`src/rtl/mem_stage_ctl.sv`:
```
// mem_stage_ctl: MIPS MEM stage control (handshake, extend, byte enables, traps; LL/SC under MEM_LLSC_EN)
module mem_stage_ctl #(
   parameter int REGADDR_W  = 5,
   parameter int MAX_WAIT   = 15,
   parameter int BIG_ENDIAN = 1
) (
   input  logic                 clk,
   input  logic                 rst,
   input  logic [3:0]           mem_op_i,
   input  logic [31:0]          mem_addr_i,
   input  logic [31:0]          mem_sdata_i,
   input  logic [REGADDR_W-1:0] wd_i,
   input  logic                 wreg_i,
   input  logic [31:0]          wdata_i,
   input  logic [31:0]          hi_i,
   input  logic [31:0]          lo_i,
   input  logic                 whilo_i,
   input  logic                 llbit_clr_i,
   input  logic [31:0]          dm_rdata_i,
   input  logic                 dm_ack_i,
   output logic [REGADDR_W-1:0] wd_o,
   output logic                 wreg_o,
   output logic [31:0]          wdata_o,
   output logic [31:0]          hi_o,
   output logic [31:0]          lo_o,
   output logic                 whilo_o,
   output logic                 dm_req_o,
   output logic                 dm_we_o,
   output logic [3:0]           dm_be_o,
   output logic [31:0]          dm_addr_o,
   output logic [31:0]          dm_wdata_o,
   output logic                 stall_req_o,
   output logic                 addr_err_o,
   output logic                 bus_err_o
);
   typedef enum logic [1:0] {IDLE, BUSY, DONE} state_t;
   state_t      r_state, w_next;
   logic [7:0]  r_cnt;
   logic [31:0] r_ldata;
   logic        r_berr;
   logic w_lb, w_lbu, w_lh, w_lhu, w_lw, w_sb, w_sh, w_sw, w_ll, w_sc;
   logic w_ld, w_st, w_mis, w_scok, w_mem, w_req, w_timeout, w_idle, w_busy, w_done, w_hidx;
   logic [1:0]  w_bidx;
   logic [7:0]  w_byte;
   logic [15:0] w_half;
   logic [31:0] w_ext;
   assign w_lb  = mem_op_i == 4'd1;
   assign w_lbu = mem_op_i == 4'd2;
   assign w_lh  = mem_op_i == 4'd3;
   assign w_lhu = mem_op_i == 4'd4;
   assign w_lw  = mem_op_i == 4'd5;
   assign w_sb  = mem_op_i == 4'd6;
   assign w_sh  = mem_op_i == 4'd7;
   assign w_sw  = mem_op_i == 4'd8;
   assign w_ll  = mem_op_i == 4'd9;
   assign w_sc  = mem_op_i == 4'd10;
   assign w_ld  = w_lb | w_lbu | w_lh | w_lhu | w_lw | w_ll;
   assign w_st  = w_sb | w_sh | w_sw | w_sc;
   assign w_mis = ((w_lh | w_lhu | w_sh) & mem_addr_i[0]) | ((w_lw | w_sw | w_ll | w_sc) & |mem_addr_i[1:0]);
`ifdef MEM_LLSC_EN
   logic        r_llbit;
   logic [31:0] r_lladdr;
   assign w_scok = r_llbit && (mem_addr_i == r_lladdr);
   // LL reservation: clear request wins over a same-cycle LL set
   always_ff @(posedge clk) begin
      if (rst) r_llbit <= 1'b0;
      else if (llbit_clr_i) r_llbit <= 1'b0;
      else if (w_done && w_ll && !r_berr) begin
         r_llbit  <= 1'b1;
         r_lladdr <= mem_addr_i;
      end else if (w_done && w_sc) r_llbit <= 1'b0;
   end
`else
   logic w_unused_llclr;
   assign w_unused_llclr = llbit_clr_i;
   assign w_scok = 1'b1;
`endif
   assign w_idle    = r_state == IDLE;
   assign w_busy    = r_state == BUSY;
   assign w_done    = r_state == DONE;
   assign w_mem     = (w_ld | w_st) & !w_mis & !(w_sc & !w_scok);
   assign w_timeout = w_busy && !dm_ack_i && (r_cnt == 8'(MAX_WAIT));
   assign w_req     = !rst && ((w_idle && w_mem) || w_busy);
   assign w_bidx    = (BIG_ENDIAN != 0) ? ~mem_addr_i[1:0] : mem_addr_i[1:0];
   assign w_hidx    = (BIG_ENDIAN != 0) ? ~mem_addr_i[1] : mem_addr_i[1];
   assign w_byte    = 8'(dm_rdata_i >> {w_bidx, 3'b000});
   assign w_half    = 16'(dm_rdata_i >> {w_hidx, 4'b0000});
   assign w_ext     = w_lb  ? {{24{w_byte[7]}}, w_byte} :
                      w_lbu ? {24'b0, w_byte} :
                      w_lh  ? {{16{w_half[15]}}, w_half} :
                      w_lhu ? {16'b0, w_half} : dm_rdata_i;
   // Next state: IDLE issues, BUSY waits for ack or timeout, DONE releases for one cycle
   always_comb begin
      w_next = r_state;
      if (w_idle && w_mem) w_next = BUSY;
      else if (w_busy && (dm_ack_i || w_timeout)) w_next = DONE;
      else if (w_done) w_next = IDLE;
   end
   // State, wait counter, captured load data and timeout flag
   always_ff @(posedge clk) begin
      if (rst) begin
         r_state <= IDLE;
         r_cnt   <= 8'd0;
         r_berr  <= 1'b0;
      end else begin
         r_state <= w_next;
         r_cnt   <= w_busy ? r_cnt + 8'd1 : 8'd0;
         r_berr  <= w_timeout;
      end
      if (w_busy && dm_ack_i) r_ldata <= w_ext;
   end
   assign dm_req_o    = w_req;
   assign stall_req_o = w_req;
   assign dm_we_o     = w_req & w_st;
   assign dm_be_o     = !w_req ? 4'b0000 : w_sb ? 4'b0001 << w_bidx : w_sh ? (w_hidx ? 4'b1100 : 4'b0011) : w_st ? 4'b1111 : 4'b0000;
   assign dm_addr_o   = w_req ? {mem_addr_i[31:2], 2'b00} : 32'd0;
   assign dm_wdata_o  = !w_req ? 32'd0 : w_sb ? {4{mem_sdata_i[7:0]}} : w_sh ? {2{mem_sdata_i[15:0]}} : mem_sdata_i;
   assign addr_err_o  = !rst & w_mis;
   assign bus_err_o   = !rst & w_timeout;
   assign wd_o        = rst ? '0 : wd_i;
   assign wreg_o      = !rst & wreg_i & !w_req & !w_mis & !(w_done & r_berr);
   assign wdata_o     = rst ? 32'd0 : w_done ? (w_ld ? r_ldata : w_sc ? 32'd1 : wdata_i) : (w_sc & !w_scok) ? 32'd0 : wdata_i;
   assign hi_o        = rst ? 32'd0 : hi_i;
   assign lo_o        = rst ? 32'd0 : lo_i;
   assign whilo_o     = !rst & whilo_i;
endmodule
```
`config.mk`:
```
export PLATFORM = sky130hd
export DESIGN_NAME = mem_stage_ctl
export DESIGN_NICKNAME = d
export VERILOG_FILES = /design/src/rtl/mem_stage_ctl.sv
export SDC_FILE = /design/constraint.sdc
export NUM_CORES = 1
export LEC_CHECK = 0
export CAP_MARGIN = 20
export CORE_AREA = 3 3 147 149
export DETAILED_ROUTE_END_ITERATION = 10
export DIE_AREA = 0 0 150 152
export PLACE_DENSITY = 0.6
export SYNTH_ARGS = -nofsm -noshare
export SYNTH_HDL_FRONTEND = slang
export SYNTH_SLANG_ARGS = --single-unit
```
`constraint.sdc`:
```
create_clock -name clk -period 7.1 [get_ports clk]
set_clock_uncertainty 0.2 [all_clocks]
set_input_delay 1.065 -clock clk [delete_from_list [all_inputs] [get_ports clk]]
set_output_delay 1.065 -clock clk [all_outputs]
set_load 0.01 [all_outputs]
```
== Word-level counts from Yosys, hierarchy flattened ==
Index checks and enable logic that the tools add are counted.
Widths: inputs -> output; s select.
Operators by class
  $add $sub $neg: 1
  equal/unequal tests: 13
  shifts and indexed selects: 3
  muxes and demuxes: 23
  bitwise gates (word level): 30
  reductions and logical operators: 19
Operators with widths (count)
  $mux 32: 14
  $shr 32x5->16: 1
  $shr 32x5->8: 1
  $mux 4: 5
  $eq 4x3->1 const B: 4
  $or 1x1->1: 15
  $and 1x1->1: 12
  $eq 4x4->1 const B: 3
  $add 8x1->8 const B: 1
  $eq 4x2->1 const B: 2
  $eq 8x4->1 const B: 1
  $logic_and 1x1->1: 6
  $reduce_or 2->1: 3
  $logic_not 1->1: 5
  $mux 5: 1
  $eq 4x1->1 const B: 1
  $mux 2: 2
  $shl 1x2->4 const A: 1
  $reduce_bool 3->1: 1
  $eq 2x1->1 const B: 1
  $eq 2x2->1 const B: 1
  $logic_not 2->1: 1
  $logic_or 1x1->1: 2
  $not 1->1: 2
  other kinds (3): 3
Word-level totals
  flip-flop bits (word level): 43
  input bits: 207
  output and inout port bits: 176
  word-level logic and storage cells: 94

== Depth between registers and ports, before layout ==
Gate-level depths: netlist of the first run.
  depth in word-level cells: 15
  depth in mapped cells: 9
  gate-level depth less buffers: 5

== Worst setup path after synthesis of the first run ==
Ideal clock, no wire load.
  path kind: input to output
  start: in mem_op_i[1]
  end: out wdata_o[10]
  arrival time: 2540 ps
  required time: 5835 ps
  slack: 3295 ps
  cell stages on the path: 7
  path buffers: 3
  cells stage by stage: buf_6 buf_2 a21o_1 a2111oi_0 nor2_1 clkbuf_1 a22o_1
On the way
  word-level cells in the longest chain between the ends: 9
  elaborated cells between the ends (all ways): 16
  those cells by class: eq/ne (7); mux (4); bitwise (5)
Ends and longest elaborated chain
  start, declared: RTL line 9  | input logic [3:0] mem_op_i,
  $eq 4x1->1 or $eq 4x2->1 (tied branches): RTL line 47, 48
  $or 1x1->1 (5 in series): RTL line 57  | assign w_ld = w_lb | w_lbu | w_lh | w_lhu | w_lw | w_ll;
  $mux 32 (*) (3 in series): RTL line 122  | assign wdata_o = rst ? 32'd0 : w_done ? (w_ld ? r_ldata : w_sc ? 32'd1 : wdata_i) : (w_sc & !w_scok) ? 32'd0 : ...
  end, declared: RTL line 23  | output logic [31:0] wdata_o,
Every way passes the cells marked *; elsewhere a longest branch is shown, timed or not.

== Worst setup path in the final report of the first run ==
  start: in mem_op_i[3]
  end: out dm_wdata_o[25]
On the way
  word-level cells in the longest chain between the ends: 12
  elaborated cells between the ends (all ways): 35
  those cells by class: eq/ne (10); mux (3); bitwise (18); reduce/logical (4)
Ends and longest elaborated chain
  $eq 4x1->1, or another cell as far along: RTL line 47  | assign w_lb = mem_op_i == 4'd1;
  $or 1x1->1, on equally long branches (3 in series): RTL line 57, 59
  $or 1x1->1 or $and 1x1->1 (tied branches): RTL line 57, 59
  $or 1x1->1, on equally long branches: RTL line 57, 59
  $or 1x1->1 or $logic_not 1->1 (tied branches): RTL line 81  | assign w_mem = (w_ld | w_st) & !w_mis & !(w_sc & !w_scok);
  $and 1x1->1: RTL line 81
  $logic_and 1x1->1: RTL line 83  | assign w_req = !rst && ((w_idle && w_mem) || w_busy);
  $logic_or 1x1->1: RTL line 83
  $logic_and 1x1->1: RTL line 83
  $mux 32 (*): RTL line 117  | assign dm_wdata_o = !w_req ? 32'd0 : w_sb ? {4{mem_sdata_i[7:0]}} : w_sh ? {2{mem_sdata_i[15:0]}} : mem_sdata_ ...
  end, declared: RTL line 31  | output logic [31:0] dm_wdata_o,
Marked as above.

==> flow_summary.json, run 1 <==
{
  "status": "completed",
  "reg2regPathDepth": 3,
  "clk_pin_slew_ps": 60,
  "clock_latency_ps": 280,
  "syn2layout_area_growth_pct": 105,
  "crit_type": "primary input to primary output",
  "crit_fanout": 25,
  "wl_per_cell_um": 18.9,
  "yosys-top-cells-count": "77 x nor2b_1, 42 x and2_1, 34 x a21oi_1, 34 x nand2_1",
  "fillerInstances": 2118,
  "die_w_um": 150,
  "gp_congestion": 0.854,
  "start_kind": "primary input",
  "synth_top_cell_by_area": "edfxtp_1",
  "slew_violations": 0,
  "synth_edf_count": 32,
  "ant_nets": 0,
  "post-route-period-util_pct": 77.0,
  "grt_pass1_vias": 4917,
  "tns_ps": 0,
  "end_kind": "primary output",
  "setup_viol": 0,
  "rows": 52,
  "synthFlopType": "edfxtp_1",
  "maxSlewHeadroom_pct": 22.4,
  "cellLeakagePower_nw": 2.88,
  "synth_cells": 481,
  "synth.distinct_cells": 52,
  "crit_required_ps": 5830,
  "post-synth-top-count-cell": "nor2b_1",
  "synth_adder_area_share_pct": 0.316,
  "die_h_um": 152,
  "root_buffer": "clkbuf_16",
  "hold_viol_final": 0,
  "portBuffers": 379,
  "gr-total-overflow": 0,
  "cts_tree": "yes",
  "min_from": "r_cnt[0]",
  "synthTopCellsByArea": "edfxtp_1 24%, nor2b_1 12%, a22o_1 6.9%, and2_1 6.6%, dfxtp_1 5.6%",
  "muxShareOfSynthArea_pct": 8.54,
  "synthXorXnorAreaFrac_pct": 1.77,
  "core_area_um2": 20300,
  "rsz0062_at_grt": "no",
  "routed_wl_um": 20900,
  "cap_viol_max_count": 0,
  "critPathMaxStageDelay_ps": 800,
  "fmax_ghz": 0.183,
  "synth-seq-cells": 43,
  "critPathSlowestCell": "nor2_1",
  "seq_area_frac_synth_pct": 29.9,
  "first_pass_iters": 5,
  "yosysTopAreaCellShare_pct": 24.3,
  "die-area_um2": 22800,
  "grt_pass1_wl_um": 30500,
  "cts_resized": 0,
  "worst_pin_slew_ps": 1160,
  "min_path_cells": 1,
  "vias": 4886,
  "rrSetupSlack_ps": 5350,
  "synth-simple-area-share_pct": 29.9,
  "io_pins": 383,
  "drive_gt1_share_pct": 4.09,
  "initial_core_util_pct": 19.5,
  "ir_worst_vdd_mv": 0.0803,
  "hp-class": "flop to flop",
  "syn_area_per_cell_um2": 8.23,
  "post_cts_buffers": 0,
  "critPathBufInv": 3,
  "cts_buffer_depth": 2,
  "timing.final.crit_period_ps": 5470,
  "reg2reg_from": "r_cnt[5]",
  "nNetsFinal": 1039,
  "synth_top_family_by_area": "simple AND/OR/NAND/NOR gates",
  "htree_levels": 2,
  "regToRegEndpoint": "r_state[0]",
  "dpl_worst_slack_ps": 1750,
  "hold_buffers": 0,
  "hold_end": "r_cnt[0]",
  "cts_buffers": 5,
  "cts.sinks": 43,
  "cpLargestDelayFamily": "buffers and inverters",
  "grt_max_degree": 78,
  "yosysWarnings": 0,
  "powerDensity_nw_per_um2": 116,
  "antenna_found_initial": 3,
  "drc": 0,
  "track_usage_pct": 17.3,
  "dp_hpwl_um": 16900,
  "fin_ws_ps": 1630,
  "path_cells": "clkdlybuf4s50_1 > nand3b_1 > buf_4 > nor2_1 > a222oi_1 > nor2_1 > clkdlybuf4s50_1",
  "async_flop_share_pct": 0,
  "synth-compound-area-share_pct": 23.0,
  "worstPathArrival_ps": 4200,
  "vias_per_cell": 4.43,
  "syn_area_um2": 3960,
  "drt-initial-drc-count": 199
}
## power by group
part	internal (mW)	switching [mW]	total, mW
registers	0.286	0.00549	0.292
logic	0.257	0.175	0.432
clock network	0.128	0.0921	0.220
## layout by cell type (no fill, tap or decap), types with 3 or more instances in the layout
cell type	netlist	final
a21oi_1	34	34
a222oi_1	8	8
a22o_1	31	31
and2_1	42	42
and3_1	3	3
buf_4	3	12
clkbuf_16	0	5
clkdlybuf4s50_1	0	378
dfxtp_1	11	11
edfxtp_1	32	32
inv_1	6	6
mux2i_1	18	18
mux4_2	7	7
nand2_1	34	34
nand2b_1	3	3
nand3_1	5	5
nor2_1	29	28
nor2b_1	77	77
nor3_1	8	5
nor3_2	0	3
nor3b_1	4	4
o21a_1	3	3
o21ai_0	32	32
o21ai_1	8	8
xor2_1	6	6
## kinds of logic after synthesis
group | Yosys count
adder cells (fa/ha/maj) | 1
flip-flops | 43
AO/OA/AOI/OAI | 135
other | 1
AND/OR/NAND/NOR | 213
XOR/XNOR | 8
multiplexers | 25
buffers and inverters | 55
## state kept, by name, indices dropped and copies added (netlist names)
name,flops
r_state,2
r_cnt,8
r_berr,1
r_ldata,32
## stage by stage
| stage | hold slack (ps) | power [mW] | area, um^2 | util (%) | instances |
|---|---|---|---|---|---|
| 5_1_grt | 338 | 0.992 | 8110 | 39.9 | 1104 |
| 3_3_place_gp | 259 | 0.731 | 7950 | 39.2 | 1093 |
| 3_5_place_dp | 270 | 0.729 | 7950 | 39.2 | 1093 |
| 6_report | 287 | 0.943 | 8110 | 39.9 | 1104 |
| 2_1_floorplan | 237 | 0.457 | 3960 | - | 482 |
| 4_1_cts | 285 | 0.954 | 8090 | 39.9 | 1101 |
## layout make-up
| type | instances | area (um^2) | area share, % |
|---|---|---|---|
| diodes | 2 | 5.00 | 0.0617 |
| clock buffers | 5 | 125 | 1.54 |
| clock inverters | 3 | 15.0 | 0.185 |
| inverters | 6 | 22.5 | 0.278 |
| multi-input cells | 384 | 2540 | 31.3 |
| flip-flops and latches | 43 | 1180 | 14.6 |
| well taps | 270 | 338 | 4.17 |
| repair buffers | 391 | 3880 | 47.8 |
## how the worst max path moves through the flow
stage,start,end,slack (ps),cells after the start
floorplan,mem_op_i[1],wdata_o[10],3290,7
global placement,mem_op_i[2],dm_wdata_o[25],1770,7
detailed placement,mem_op_i[3],dm_wdata_o[25],1750,7
CTS,mem_op_i[2],dm_wdata_o[25],1740,7
global route,mem_op_i[3],dm_wdata_o[25],1500,7
finish,mem_op_i[3],dm_wdata_o[25],1630,7
## per-layer routing
layer	global-route usage [%]	vias up	wire (um)
met2	31.1	232	10700
met1	19.5	2209	7930
met4	5.27	0	486
li1	-	2417	-
met3	5.12	28	1740
met5	0	-	0
## worst register-to-register path, stage by stage (launching register included)
cell and delay, ps:
dfxtp_1 340, or4_1 520, nor3_1 380, a2111oi_0 180
No activity file was read; power rests on OpenSTA's default activity.
==> inputs of run 2 (changes only) <==
--- a/config.mk
+++ b/config.mk
@@ -6,10 +6,10 @@
 export NUM_CORES = 1
 export LEC_CHECK = 0
 export CAP_MARGIN = 20
-export CORE_AREA = 3 3 147 149
+export CORE_AREA = 3 3 146 148
 export DETAILED_ROUTE_END_ITERATION = 10
-export DIE_AREA = 0 0 150 152
-export PLACE_DENSITY = 0.6
+export DIE_AREA = 0 0 149 151
+export PLACE_DENSITY = 0.63
 export SYNTH_ARGS = -nofsm -noshare
 export SYNTH_HDL_FRONTEND = slang
 export SYNTH_SLANG_ARGS = --single-unit
==> constraint.sdc (replaced) <==
create_clock -name clk -period 4.8 [get_ports clk]
set_clock_uncertainty 0.2 [all_clocks]
set_input_delay 0.72 -clock clk [delete_from_list [all_inputs] [get_ports clk]]
set_output_delay 0.72 -clock clk [all_outputs]
set_load 0.01 [all_outputs]
==> flow_summary.json, run 2 (synthesis gave the netlist of run 1 again) <==
{
  "status": "completed",
  "hold_viol_final": 0,
  "start_kind": "primary input",
  "powerDensity_nw_per_um2": 171,
  "setup_viol": 0,
  "fmax_ghz": 0.233,
  "min_path_cells": 1,
  "cts_buffers": 5,
  "end_kind": "primary output",
  "post-route-period-util_pct": 89.6,
  "grt_max_degree": 73,
  "first_pass_iters": 5,
  "largest_register_ffs": 32,
  "reg2regPathDepth": 4,
  "largest_register": "r_ldata",
  "vias": 4932,
  "fillerInstances": 2046,
  "cts_tree": "yes",
  "drt-initial-drc-count": 225,
  "root_buffer": "clkbuf_16",
  "drive_gt1_share_pct": 5.23,
  "syn2layout_area_growth_pct": 107,
  "cts_resized": 0,
  "antenna_found_initial": 2,
  "die_w_um": 149,
  "htree_levels": 2,
  "core_area_um2": 20200,
  "ant_nets": 0,
  "hp-class": "flop to flop",
  "drc": 0,
  "rows": 52,
  "track_usage_pct": 17.7,
  "crit_start": "mem_op_i[1]",
  "regToRegEndpoint": "r_ldata[12]",
  "worstPathArrival_ps": 3380,
  "rsz0062_at_grt": "no",
  "multiInputGateArea_um2": 2540,
  "grt_pass1_vias": 4956,
  "slew_violations": 0,
  "dp_hpwl_um": 17800,
  "gp_congestion": 0.803,
  "hold_buffers": 0,
  "portBuffers": 379,
  "maxSlewHeadroom_pct": 40.1,
  "wl_per_cell_um": 19.5,
  "crit_type": "primary input to primary output",
  "seqCellArea_um2": 1180,
  "clock_latency_ps": 280,
  "grt_pass1_wl_um": 30600,
  "worst_pin_slew_ps": 896,
  "vias_per_cell": 4.43,
  "rrSetupSlack_ps": 3070,
  "largest_registers": "r_ldata x32, r_cnt x8, r_state x2",
  "routed_wl_um": 21700,
  "reg2reg_from": "r_state[0]",
  "ir_worst_vdd_mv": 0.116,
  "tns_ps": 0,
  "layout_commonest_cell": "clkdlybuf4s50_1",
  "crit_fanout": 18,
  "timing.final.crit_period_ps": 4300,
  "cap_viol_max_count": 0,
  "cts_buffer_depth": 2,
  "gr-total-overflow": 0,
  "final_cell_mix": "378 x clkdlybuf4s50_1, 77 x nor2b_1, 42 x and2_1",
  "clk_pin_slew_ps": 60,
  "post_cts_buffers": 0,
  "cellLeakagePower_nw": 2.93,
  "die_h_um": 151,
  "nNetsFinal": 1049,
  "die-area_um2": 22500,
  "crit_required_ps": 3880,
  "cts.sinks": 43,
  "worstSetupEndpoint": "wdata_o[27]",
  "initial_core_util_pct": 19.6,
  "io_pins": 383,
  "final_util_pct": 40.6
}
## run 2: cell count changes in the layout (fill, tap and decap cells not counted)
cell | before | now
buf_4 | 12 | 22
## run 2: worst min-delay path by stage
stage	endpoint	start	slack (ps)
final	r_cnt[0]	r_cnt[0]	270
after global routing	r_cnt[0]	r_cnt[0]	330
after CTS	r_cnt[0]	r_cnt[0]	270
after detailed placement	r_cnt[0]	r_cnt[0]	260
after global placement	r_cnt[0]	r_cnt[0]	250
after floorplan	r_cnt[0]	r_cnt[0]	240
## run 2: worst max-delay path, cell delays in order
cell,delay [ps]
clkdlybuf4s50_1,640
a21o_1,170
a2111oi_0,90
buf_4,160
nor2_2,590
buf_4,320
a22o_1,150
clkdlybuf4s50_1,530
## run 2: where the power goes
part | internal [mW] | switching (mW)
clock | 0.189 | 0.136
combinational | 0.384 | 0.262
sequential | 0.423 | 0.00738
## run 2: final cells by class
type	instances	share of cell area, %
Timing Repair Buffer	401	48.3
Inverter	6	0.275
Clock inverter	3	0.184
Multi-Input combinational cell	384	31.1
Antenna cell	2	0.0612
Sequential cell	43	14.4
Clock buffer	5	1.53
Tap cell	270	4.13
## run 2: metrics by stage
stage                     hold slack [ps]  power [mW]  std cells  setup slack, ps  instance area, um^2
after floorplan                       237       0.675        482             1680                 3960
after global placement                254        1.09       1104              451                 8040
after detailed placement              258        1.08       1104              445                 8040
after CTS                             272        1.41       1112              441                 8180
after global routing                  326        1.48       1114              248                 8180
final                                 272        1.40       1114              500                 8180
## run 2: routing by layer
layer	vias to the layer above	GRT usage, %	routed length [um]	part of all wire [%]
met3	12	4.82	1690	7.8
li1	2434	-	-	-
met4	0	3.94	241	1.1
met1	2271	20.9	8390	39
met5	-	0	0	0
met2	215	32.0	11400	52
